===== src/rtl/fetch.sv =====
// TERC instruction fetch: program counter, imem req/ack handshake, instruction buffer, NOP insertion.
// Optional FETCH_PREFETCH_EN selects a 2-entry buffer (1 instr/cycle); otherwise a single entry.
module fetch #(
    parameter int unsigned      WIDTH    = 16,
    parameter logic [WIDTH-1:0] NOP_WORD = '0
) (
    input  logic             clk,
    input  logic             res,
    input  logic             stall,
    input  logic             jump,
    input  logic [WIDTH-1:0] jump_addr,
    output logic             imem_req,
    output logic [WIDTH-1:0] imem_addr,
    input  logic             imem_ack,
    input  logic [WIDTH-1:0] imem_data,
    output logic [WIDTH-1:0] inst,
    output logic [WIDTH-1:0] inst_pc,
    output logic             inst_valid
);

`ifdef FETCH_PREFETCH_EN
    localparam int unsigned DEPTH = 2;
`else
    localparam int unsigned DEPTH = 1;
`endif
    localparam int unsigned OCC_W = $clog2(DEPTH + 1);

    typedef struct packed {
        logic [WIDTH-1:0] data;
        logic [WIDTH-1:0] addr;
    } entry_t;

    typedef enum logic [1:0] {
        IDLE,
        BUSY,
        DROP
    } state_t;

    state_t           state_q, state_d;
    logic [WIDTH-1:0] pc_q, pc_d;
    logic             req_d;
    logic [WIDTH-1:0] addr_d;
    logic [OCC_W-1:0] occ_q, occ_d;
    logic [OCC_W-1:0] wr_idx;
    entry_t           buf_q [DEPTH];
    entry_t           buf_d [DEPTH];
    logic [WIDTH-1:0] inst_d, inst_pc_d;
    logic             inst_valid_d;
    logic             ack_c, push_c, pop_c, free_c;

    // Occupancy bookkeeping; a jump flushes the buffer and swallows any same-cycle ack.
    always_comb begin : occupancy
        ack_c  = imem_req && imem_ack;
        push_c = !jump && (state_q == BUSY) && ack_c;
        pop_c  = !jump && !stall && (occ_q != '0);
        if (jump) begin
            occ_d = '0;
        end else begin
            occ_d = occ_q + OCC_W'(push_c) - OCC_W'(pop_c);
        end
        free_c = occ_d < OCC_W'(DEPTH);
    end

    // Head-at-index-0 shift buffer; the new word lands behind whatever survives the pop.
    always_comb begin : buffer_next
        buf_d  = buf_q;
        wr_idx = occ_q - OCC_W'(pop_c);
        if (pop_c) begin
            for (int i = 0; i < int'(DEPTH) - 1; i++) begin
                buf_d[i] = buf_q[i+1];
            end
        end
        if (push_c) begin
            for (int i = 0; i < int'(DEPTH); i++) begin
                if (OCC_W'(i) == wr_idx) begin
                    buf_d[i] = '{data: imem_data, addr: imem_addr};
                end
            end
        end
    end

    // Request FSM; an outstanding unacked request must drain through DROP before redirecting.
    always_comb begin : fsm_next
        state_d = state_q;
        pc_d    = pc_q;
        req_d   = imem_req;
        addr_d  = imem_addr;
        if (jump) begin
            pc_d = jump_addr;
            if ((state_q != IDLE) && !ack_c) begin
                state_d = DROP;
            end else begin
                state_d = IDLE;
                req_d   = 1'b0;
            end
        end else begin
            case (state_q)
                IDLE: begin
                    if (free_c) begin
                        state_d = BUSY;
                        req_d   = 1'b1;
                        addr_d  = pc_q;
                    end
                end
                BUSY: begin
                    if (ack_c) begin
                        pc_d = pc_q + WIDTH'(1);
                        if (free_c) begin
                            addr_d = pc_q + WIDTH'(1);
                        end else begin
                            state_d = IDLE;
                            req_d   = 1'b0;
                        end
                    end
                end
                DROP: begin
                    if (ack_c) begin
                        state_d = IDLE;
                        req_d   = 1'b0;
                    end
                end
                default: begin
                    state_d = IDLE;
                    req_d   = 1'b0;
                end
            endcase
        end
    end

    // Issue toward the decoder; inst_pc keeps the last real address while NOPs go out.
    always_comb begin : issue_next
        inst_d       = inst;
        inst_pc_d    = inst_pc;
        inst_valid_d = inst_valid;
        if (jump) begin
            inst_d       = NOP_WORD;
            inst_valid_d = 1'b0;
        end else if (!stall) begin
            if (occ_q != '0) begin
                inst_d       = buf_q[0].data;
                inst_pc_d    = buf_q[0].addr;
                inst_valid_d = 1'b1;
            end else begin
                inst_d       = NOP_WORD;
                inst_valid_d = 1'b0;
            end
        end
    end

    always_ff @(posedge clk or negedge res) begin : regs
        if (!res) begin
            state_q    <= IDLE;
            pc_q       <= '0;
            imem_req   <= 1'b0;
            imem_addr  <= '0;
            occ_q      <= '0;
            inst       <= NOP_WORD;
            inst_pc    <= '0;
            inst_valid <= 1'b0;
            for (int i = 0; i < int'(DEPTH); i++) begin
                buf_q[i] <= '0;
            end
        end else begin
            state_q    <= state_d;
            pc_q       <= pc_d;
            imem_req   <= req_d;
            imem_addr  <= addr_d;
            occ_q      <= occ_d;
            inst       <= inst_d;
            inst_pc    <= inst_pc_d;
            inst_valid <= inst_valid_d;
            for (int i = 0; i < int'(DEPTH); i++) begin
                buf_q[i] <= buf_d[i];
            end
        end
    end

endmodule

===== config.mk =====
export PLATFORM = sky130hd
export DESIGN_NAME = fetch
export DESIGN_NICKNAME = d
export VERILOG_FILES = /design/src/rtl/fetch.sv
export SDC_FILE = /design/constraint.sdc
export NUM_CORES = 1
export LEC_CHECK = 0
export ABC_AREA = 1
export CORE_MARGIN = 4
export CORE_UTILIZATION = 45
export CTS_CLUSTER_SIZE = 16
export DETAILED_ROUTE_END_ITERATION = 10
export PLACE_DENSITY_LB_ADDON = 0.08
export SLEW_MARGIN = 20
export SYNTH_ARGS = -nofsm -noshare
export SYNTH_HDL_FRONTEND = slang
export SYNTH_SLANG_ARGS = --single-unit
export TNS_END_PERCENT = 20

===== constraint.sdc =====
create_clock -name clk -period 1.5 [get_ports clk]
set_input_delay 0.15 -clock clk [delete_from_list [all_inputs] [get_ports clk]]
set_output_delay 0.15 -clock clk [all_outputs]
set_load 0.05 [all_outputs]

==> flow_summary.html, run 1 <==
<table>
<tr><th>Metric</th><th>Value</th></tr>
<tr><th colspan="2">Critical path</th></tr>
<tr><td>Critical path peak fanout</td><td>4</td></tr>
<tr><td>Worst Setup Start Kind</td><td>register</td></tr>
<tr><td>Critical path data required time</td><td>1.74 ns</td></tr>
<tr><td>Worst Path Class, Setup</td><td>register to register</td></tr>
<tr><td>Arrival time reported for the critical path endpoint</td><td>1.72 ns</td></tr>
<tr><td>Capturing element type of the critical path</td><td>register</td></tr>
<tr><th colspan="2">Timing</th></tr>
<tr><td>Max-slew violations</td><td>0</td></tr>
<tr><td>Final cycle utilization of the critical path</td><td>0.983</td></tr>
<tr><td>Worst slack on hold paths</td><td>0.265 ns</td></tr>
<tr><td>Maximum clock rate</td><td>0.678 GHz</td></tr>
<tr><td>Worst-case headroom to the max-slew limit</td><td>0.725</td></tr>
<tr><td>Endpoints failing hold</td><td>0</td></tr>
<tr><td>Worst Tran Pin Value</td><td>0.413 ns</td></tr>
<tr><td>Minimum setup slack in the final design</td><td>0.0248 ns</td></tr>
<tr><td>Worst clock skew</td><td>0.0103 ns</td></tr>
<tr><td>Post-route minimum period</td><td>1.48 ns</td></tr>
<tr><td>Finish-stage setup viols</td><td>0</td></tr>
<tr><td>Setup repair after global routing missed its margin</td><td>yes</td></tr>
<tr><th colspan="2">Global route</th></tr>
<tr><td>Total routing usage reported by global routing</td><td>0.184</td></tr>
<tr><td>Maximum number of pins on one net before global-route repair</td><td>40</td></tr>
<tr><td>Antenna violations before repair</td><td>0</td></tr>
<tr><td>Global-route wire length before repair</td><td>17,100 µm</td></tr>
<tr><td>Gr ovfl total</td><td>0</td></tr>
<tr><td>Vias in the first global route</td><td>3,533</td></tr>
<tr><th colspan="2">Finish</th></tr>
<tr><td>Utilization after layout</td><td>0.610</td></tr>
<tr><td>Filler cell count in the final layout</td><td>877</td></tr>
<tr><td>Final antenna diode count</td><td>0</td></tr>
<tr><td>Area growth from synthesis to layout</td><td>32.0%</td></tr>
<tr><td>Share of layout cells above drive strength 1</td><td>0.238</td></tr>
<tr><td>Total number of nets in the final design</td><td>662</td></tr>
<tr><td>Finished Layout Cells</td><td>762</td></tr>
<tr><th colspan="2">Clock tree</th></tr>
<tr><td>CTS Sinks</td><td>101</td></tr>
<tr><td>CTS tree</td><td>yes</td></tr>
<tr><td>H-tree Lvls</td><td>3</td></tr>
<tr><td>Total CTS buffers</td><td>9</td></tr>
<tr><td>Longest Clk Path Bufs</td><td>2</td></tr>
<tr><td>Clock transition at path regs</td><td>0.11 ns</td></tr>
<tr><td>Clk Latency, worst-skew pair</td><td>0.36 ns</td></tr>
<tr><td>Root buf cell</td><td>clkbuf_8</td></tr>
<tr><th colspan="2">Place</th></tr>
<tr><td>DPL Wire Length</td><td>7720 µm</td></tr>
<tr><td>Pre-CTS setup slack</td><td>-0.223 ns</td></tr>
<tr><td>Placer Congestion</td><td>0.865</td></tr>
<tr><td>Placed Cells</td><td>742</td></tr>
<tr><td>Number of buffers added on ports</td><td>86</td></tr>
<tr><th colspan="2">Logic synthesis</th></tr>
<tr><td>Synthesized net count</td><td>547</td></tr>
<tr><td>Part of the Yosys area used for sequential elements</td><td>0.559</td></tr>
<tr><td>Synth Warn #</td><td>0</td></tr>
<tr><td>Cell area after technology mapping</td><td>4520 µm²</td></tr>
<tr><td>Mean instance size in the synthesized netlist</td><td>8.88 µm²</td></tr>
<tr><td>Unique cell type count in the Yosys netlist</td><td>31</td></tr>
<tr><td>Synthesized instance count</td><td>509</td></tr>
<tr><td>Flop and latch count out of synthesis</td><td>101</td></tr>
<tr><th colspan="2">Pwr</th></tr>
<tr><td>Design Power</td><td>0.00996 W</td></tr>
<tr><td>Largest vdd supply drop</td><td>719 µV</td></tr>
<tr><td>Areal power density over the cells</td><td>1670 nW/µm²</td></tr>
<tr><td>Leakage power</td><td>2.92 nW</td></tr>
<tr><th colspan="2">Floorplanning</th></tr>
<tr><td>Overall die area</td><td>11,700 µm²</td></tr>
<tr><td>Initial core utilization</td><td>0.462</td></tr>
<tr><td>Std-Cell Core Area</td><td>9770 µm²</td></tr>
<tr><td>Boundary Pins</td><td>87</td></tr>
<tr><td>Die height</td><td>108 µm</td></tr>
<tr><td>Die width</td><td>108 µm</td></tr>
<tr><td>Number of rows created at floorplan</td><td>36</td></tr>
<tr><th colspan="2">Drt</th></tr>
<tr><td>Routed wire length</td><td>10,400 µm</td></tr>
<tr><td>Number of DRC markers after the initial detailed-route iteration</td><td>202</td></tr>
<tr><td>Routed via count divided by cell count</td><td>4.92</td></tr>
<tr><td>Number of iterations in the first detailed-routing pass</td><td>4</td></tr>
<tr><td>Residual DRC count</td><td>0</td></tr>
<tr><td>Number of routed nets with antenna violations</td><td>0</td></tr>
<tr><td>Via count of the routed design</td><td>3,749</td></tr>
<tr><td>Final routed wire length divided by cell count</td><td>13.7 µm</td></tr>
<tr><th colspan="2">Status</th></tr>
<tr><td>Outcome</td><td>complete, no violations</td></tr>
<tr><th colspan="2">Worst hold path</th></tr>
<tr><td>Class of the tightest hold or removal check</td><td>input port to asynchronous set/reset pin</td></tr>
<tr><th colspan="2">Job</th></tr>
<tr><td>Maximum Capacitance Violations</td><td>0</td></tr>
</table>
## synth_stat cells
| cell type | n | share of area |
|---|---|---|
| clkbuf_1 | 10 | 0.0083 |
| nor2_1 | 21 | 0.017 |
| o21ai_0 | 66 | 0.073 |
| o221ai_1 | 1 | 0.0019 |
| o211ai_1 | 6 | 0.010 |
| nor3_1 | 4 | 0.0044 |
| nor3_4 | 1 | 0.0036 |
| nand3_1 | 36 | 0.040 |
| ha_1 | 1 | 0.0028 |
| a22oi_1 | 13 | 0.022 |
| a21oi_1 | 3 | 0.0033 |
| nand2_4 | 1 | 0.0025 |
| xnor2_1 | 2 | 0.0039 |
| buf_4 | 1 | 0.0017 |
| clkinv_1 | 1 | 0.00083 |
| nor2_4 | 2 | 0.0050 |
| o21ai_1 | 9 | 0.010 |
| inv_2 | 5 | 0.0042 |
| inv_1 | 55 | 0.046 |
| nand4_1 | 7 | 0.0097 |
| mux2_2 | 6 | 0.015 |
| dfrtp_1 | 101 | 0.56 |
| nand2_1 | 129 | 0.11 |
| xor2_1 | 3 | 0.0058 |
| nand2_2 | 1 | 0.0014 |
| buf_6 | 3 | 0.0075 |
| o22ai_1 | 2 | 0.0028 |
| o211ai_2 | 1 | 0.0028 |
| buf_2 | 10 | 0.011 |
| o21ai_2 | 7 | 0.014 |
| nand3_4 | 1 | 0.0039 |
## worst paths after layout
kind	startpoint	end	slack, ns	cells past startpoint
worst max register to register	pc_q[0]$_DFFE_PN0P_	imem_addr[6]$_DFFE_PN0P_	0.02	8
worst min-delay path	res	inst[11]$_DFFE_PN0P_	0.26	2
worst max-delay path	pc_q[0]$_DFFE_PN0P_	imem_addr[6]$_DFFE_PN0P_	0.02	8
max in group asynchronous	res	pc_q[6]$_DFFE_PN0P_	0.67	3
min in group clk	imem_data[11]	buf_q[27]$_DFFE_PN0P_	0.34	3
worst min register to register	buf_q[3]$_DFFE_PN0P_	buf_q[3]$_DFFE_PN0P_	0.49	2
## per-layer routing
| metal | part of all wire | vias to the layer above | global-route usage |
|---|---|---|---|
| li1 | - | 1901 | - |
| met1 | 0.46 | 1741 | 0.259 |
| met4 | 0.015 | 0 | 0.0595 |
| met5 | 0 | - | 0 |
| met2 | 0.47 | 93 | 0.295 |
| met3 | 0.052 | 14 | 0.0281 |
## through the flow
stage | setup TNS (ns) | area [µm²]
final | 0 | 5970
after global placement | -3.63 | 5680
after global routing | -0.526 | 5970
after floorplan | 0 | 4530
after CTS | -0.0220 | 5880
after detailed placement | -5.75 | 5680
## registers in the layout (all words and copies together), names as in the netlist
signal      count
buf_q          32
imem_addr      16
imem_req        1
inst           16
inst_pc        16
inst_valid      1
occ_q           1
pc_q           16
state_q         2
## layout make-up
class / count / area, µm² / share of cell area
Clock buffer: 10 / 138 / 0.0231
Clock inverter: 6 / 56.3 / 0.00944
Inverter: 61 / 239 / 0.0401
Multi-Input combinational cell: 323 / 1690 / 0.283
Sequential cell: 101 / 2530 / 0.425
Tap cell: 133 / 166 / 0.0279
Timing Repair Buffer: 128 / 1150 / 0.192
## cells by family after synthesis
kind of cell	Yosys count	synth area share
buffers and inverters	85	0.0792
AO/OA/AOI/OAI	108	0.139
multiplexers	6	0.0150
adder cells (fa/ha/maj)	1	0.00277
AND/OR/NAND/NOR	203	0.195
XOR/XNOR	5	0.00969
flip-flops	101	0.559
## worst max-delay path: stages, from the launching register on
cell and delay [ns]:
dfrtp_2 0.45, ha_2 0.20, nand2_1 0.08, inv_1 0.05
nand2_2 0.13, xor2_1 0.21, nand2_1 0.08, o211ai_1 0.10
nand2_1 0.07
## timing repair
action                                  in CTS  in global routing
pin swaps                                    0                  5
endpoints found under the hold margin       26                  0
gates resized for setup                      2                 21
hold buffers                                 1                  0
gates cloned                                 0                  0
endpoints found under the setup margin       5                 21
buffers inserted                             0                  3
## power breakdown
| part | internal [W] | switching (W) |
|---|---|---|
| sequential | 0.00359 | 0.000524 |
| clock | 0.000682 | 0.000985 |
| combinational | 0.00146 | 0.00272 |
| total | 0.00573 | 0.00423 |
## layout by cell type (no fill, tap or decap), drive strengths merged, types with 2 or more instances in the layout
cell | Yosys | final
clkdlybuf4s50 | 0 | 35
o21ai | 82 | 82
a22oi | 13 | 13
o22ai | 2 | 2
nand2 | 131 | 131
xor2 | 3 | 3
o211ai | 7 | 7
a21oi | 3 | 3
nor2 | 23 | 23
mux2 | 6 | 6
nand4 | 7 | 7
clkinv | 1 | 4
nand3 | 37 | 37
xnor2 | 2 | 2
nor3 | 5 | 5
inv | 60 | 62
dfrtp | 101 | 101
buf | 14 | 92
clkbuf | 10 | 10
(Power assumes the default switching activity.)
==> inputs of run 2 (changes only) <==
- CTS_CLUSTER_DIAMETER: default -> 80
==> results of run 2 <==
Final layout, timing and power as in run 1 (identical DEF).
==> inputs of run 3 (changes only) <==
- CORE_UTILIZATION: 45 -> 47
==> flow_summary.html, run 3 (synthesis gave the netlist of run 1 again) <==
<table>
<tr><th>Metric</th><th>Value</th></tr>
<tr><th colspan="2">Pwr</th></tr>
<tr><td>Leakage power</td><td>2.94 nW</td></tr>
<tr><td>Largest vdd supply drop</td><td>1130 µV</td></tr>
<tr><td>Areal power density over the cells</td><td>1670 nW/µm²</td></tr>
<tr><th colspan="2">Timing</th></tr>
<tr><td>Endpoints failing hold</td><td>0</td></tr>
<tr><td>Setup repair after global routing missed its margin</td><td>yes</td></tr>
<tr><td>Maximum clock rate</td><td>0.693 GHz</td></tr>
<tr><td>Post-route minimum period</td><td>1.44 ns</td></tr>
<tr><td>Worst-case headroom to the max-slew limit</td><td>0.760</td></tr>
<tr><td>Worst clock skew</td><td>0.00905 ns</td></tr>
<tr><td>Worst Tran Pin Value</td><td>0.359 ns</td></tr>
<tr><td>Finish-stage setup viols</td><td>0</td></tr>
<tr><td>Max-slew violations</td><td>0</td></tr>
<tr><td>Final cycle utilization of the critical path</td><td>0.963</td></tr>
<tr><td>Worst slack on hold paths</td><td>0.240 ns</td></tr>
<tr><td>Minimum setup slack in the final design</td><td>0.0562 ns</td></tr>
<tr><th colspan="2">Critical path</th></tr>
<tr><td>Critical path data required time</td><td>1.78 ns</td></tr>
<tr><td>Reg2Reg Launch Point</td><td>state_q[1]$_DFFE_PN0P_</td></tr>
<tr><td>CP Launch Point</td><td>state_q[1]$_DFFE_PN0P_</td></tr>
<tr><td>Capturing element type of the critical path</td><td>register</td></tr>
<tr><td>Arrival time reported for the critical path endpoint</td><td>1.72 ns</td></tr>
<tr><td>Worst path cell trace</td><td>nor2_2, nand3_2, nand2_2, nand2_4, nor2_4, buf_4, o211ai_1, o21ai_1</td></tr>
<tr><td>Slowest Stage Delay on Critical Path</td><td>0.43 ns</td></tr>
<tr><td>Worst Path Class, Setup</td><td>register to register</td></tr>
<tr><td>Slowest cell on the critical path</td><td>dfrtp_1</td></tr>
<tr><td>Worst Setup Start Kind</td><td>register</td></tr>
<tr><td>Minimum setup slack among reg-to-reg paths</td><td>0.06 ns</td></tr>
<tr><td>Critical path peak fanout</td><td>6</td></tr>
<tr><th colspan="2">Place</th></tr>
<tr><td>Pre-CTS setup slack</td><td>-0.212 ns</td></tr>
<tr><td>DPL Wire Length</td><td>7840 µm</td></tr>
<tr><td>Placer Congestion</td><td>0.931</td></tr>
<tr><td>Number of buffers added on ports</td><td>86</td></tr>
<tr><th colspan="2">Global route</th></tr>
<tr><td>Global-route wire length before repair</td><td>18,200 µm</td></tr>
<tr><td>Met1 track demand over resource in global routing</td><td>0.280</td></tr>
<tr><td>Vias in the first global route</td><td>3,702</td></tr>
<tr><td>Met2 track demand over resource</td><td>0.314</td></tr>
<tr><td>Global-route met3 utilization</td><td>0.0316</td></tr>
<tr><td>Antenna violations before repair</td><td>0</td></tr>
<tr><td>Total routing usage reported by global routing</td><td>0.199</td></tr>
<tr><td>Most congested layer reported by global routing</td><td>met2</td></tr>
<tr><td>Maximum number of pins on one net before global-route repair</td><td>40</td></tr>
<tr><td>Gr ovfl total</td><td>0</td></tr>
<tr><th colspan="2">Finish</th></tr>
<tr><td>Commonest cells after routing, fill and taps aside</td><td>nand2_1, dfrtp_1, buf_4</td></tr>
<tr><td>Register with the most flip-flops</td><td>buf_q</td></tr>
<tr><td>Share of layout cells above drive strength 1</td><td>0.247</td></tr>
<tr><td>Largest register FFs</td><td>32</td></tr>
<tr><td>Most common cell after layout, fill and taps aside</td><td>nand2_1</td></tr>
<tr><td>Area growth from synthesis to layout</td><td>32.8%</td></tr>
<tr><td>Total number of nets in the final design</td><td>661</td></tr>
<tr><td>Final antenna diode count</td><td>0</td></tr>
<tr><th colspan="2">Clock tree</th></tr>
<tr><td>Clk Latency, worst-skew pair</td><td>0.36 ns</td></tr>
<tr><td>CTS tree</td><td>yes</td></tr>
<tr><td>Total CTS buffers</td><td>9</td></tr>
<tr><td>CTS Sinks</td><td>101</td></tr>
<tr><td>Clock transition at path regs</td><td>0.11 ns</td></tr>
<tr><td>Longest Clk Path Bufs</td><td>2</td></tr>
<tr><td>H-tree Lvls</td><td>3</td></tr>
<tr><td>Root buf cell</td><td>clkbuf_8</td></tr>
<tr><th colspan="2">Floorplanning</th></tr>
<tr><td>Boundary Pins</td><td>87</td></tr>
<tr><td>Die width</td><td>106 µm</td></tr>
<tr><td>Initial core utilization</td><td>0.487</td></tr>
<tr><td>Overall die area</td><td>11,200 µm²</td></tr>
<tr><td>Std-Cell Core Area</td><td>9280 µm²</td></tr>
<tr><td>Number of rows created at floorplan</td><td>35</td></tr>
<tr><td>Die height</td><td>106 µm</td></tr>
<tr><th colspan="2">Drt</th></tr>
<tr><td>Number of iterations in the first detailed-routing pass</td><td>5</td></tr>
<tr><td>Number of DRC markers after the initial detailed-route iteration</td><td>203</td></tr>
<tr><td>Residual DRC count</td><td>0</td></tr>
<tr><td>Number of routed nets with antenna violations</td><td>0</td></tr>
<tr><td>Routed via count divided by cell count</td><td>4.98</td></tr>
<tr><td>Via count of the routed design</td><td>3,773</td></tr>
<tr><td>Routed wire length</td><td>10,600 µm</td></tr>
<tr><td>Final routed wire length divided by cell count</td><td>14.1 µm</td></tr>
<tr><th colspan="2">Job</th></tr>
<tr><td>Maximum Capacitance Violations</td><td>0</td></tr>
<tr><th colspan="2">Worst hold path</th></tr>
<tr><td>Class of the tightest hold or removal check</td><td>input port to asynchronous set/reset pin</td></tr>
<tr><th colspan="2">Status</th></tr>
<tr><td>Outcome</td><td>complete, no violations</td></tr>
</table>
## run 3: cell count changes in the layout (fill, tap and decap cells not counted), moves of 2 or more
cell and delta:
nand3_2 +2, dfrtp_2 -2, nor2_2 +2, inv_6 +2
inv_1 -2, nand3_1 -2, buf_12 +2, buf_4 -3
dfrtp_1 +2, inv_2 +2, clkinv_4 -2
## run 3: final timing paths
| kind | to | depth (start not counted) |
|---|---|---|
| setup / recovery | imem_addr[4]$_DFFE_PN0P_ | 8 |
| hold / removal | inst[11]$_DFFE_PN0P_ | 2 |
| setup reg to reg | imem_addr[4]$_DFFE_PN0P_ | 8 |
| hold reg to reg | buf_q[2]$_DFFE_PN0P_ | 2 |
| max in group asynchronous | pc_q[6]$_DFFE_PN0P_ | 3 |
| min in group clk | buf_q[29]$_DFFE_PN0P_ | 3 |
## run 3: cell type report
type,count,area (µm²)
fillers,822,3280
repair buffers,127,1160
well taps,129,161
clock buffers,10,138
flip-flops and latches,101,2530
clock inverters,6,52.6
multi-input cells,323,1720
inverters,61,239
## run 3: worst max-delay path: cells and delay by family, from the launching register on
| family | cells | cell delay (ns) |
|---|---|---|
| buf+inv | 1 | 0.18 |
| simple gates | 5 | 0.61 |
| compound gates | 2 | 0.17 |
| flops | 1 | 0.43 |
## run 3: stage by stage
stage	instances	instance area [µm²]	TNS (ns)	utilization	total power [W]
floorplan	509	4530	0	-	0.00685
global placement	736	5680	-3.70	0.612	0.00825
detailed placement	736	5680	-6.07	0.612	0.00834
CTS	754	5890	-0.00585	0.635	0.0100
global route	757	6000	-0.206	0.646	0.0107
finish	757	6000	0	0.646	0.0100
## run 3: repair_timing
action                     4_1_cts  5_1_grt
resized for setup                2       28
setup buffers                    1        3
hold buffers                     1        0
setup endpoints to repair        6       24
pin swaps                        1        8
hold endpoints to repair        22        0
## run 3: power by group
part	switching (W)	internal [W]
Combinational	0.00276	0.00150
Sequential	0.000541	0.00359
Clock	0.000986	0.000676
## run 3: layer usage
metal,routed length (µm),up-vias
met5,0,-
met4,131,0
met3,464,11
met2,5000,92
met1,5060,1778
li1,-,1892
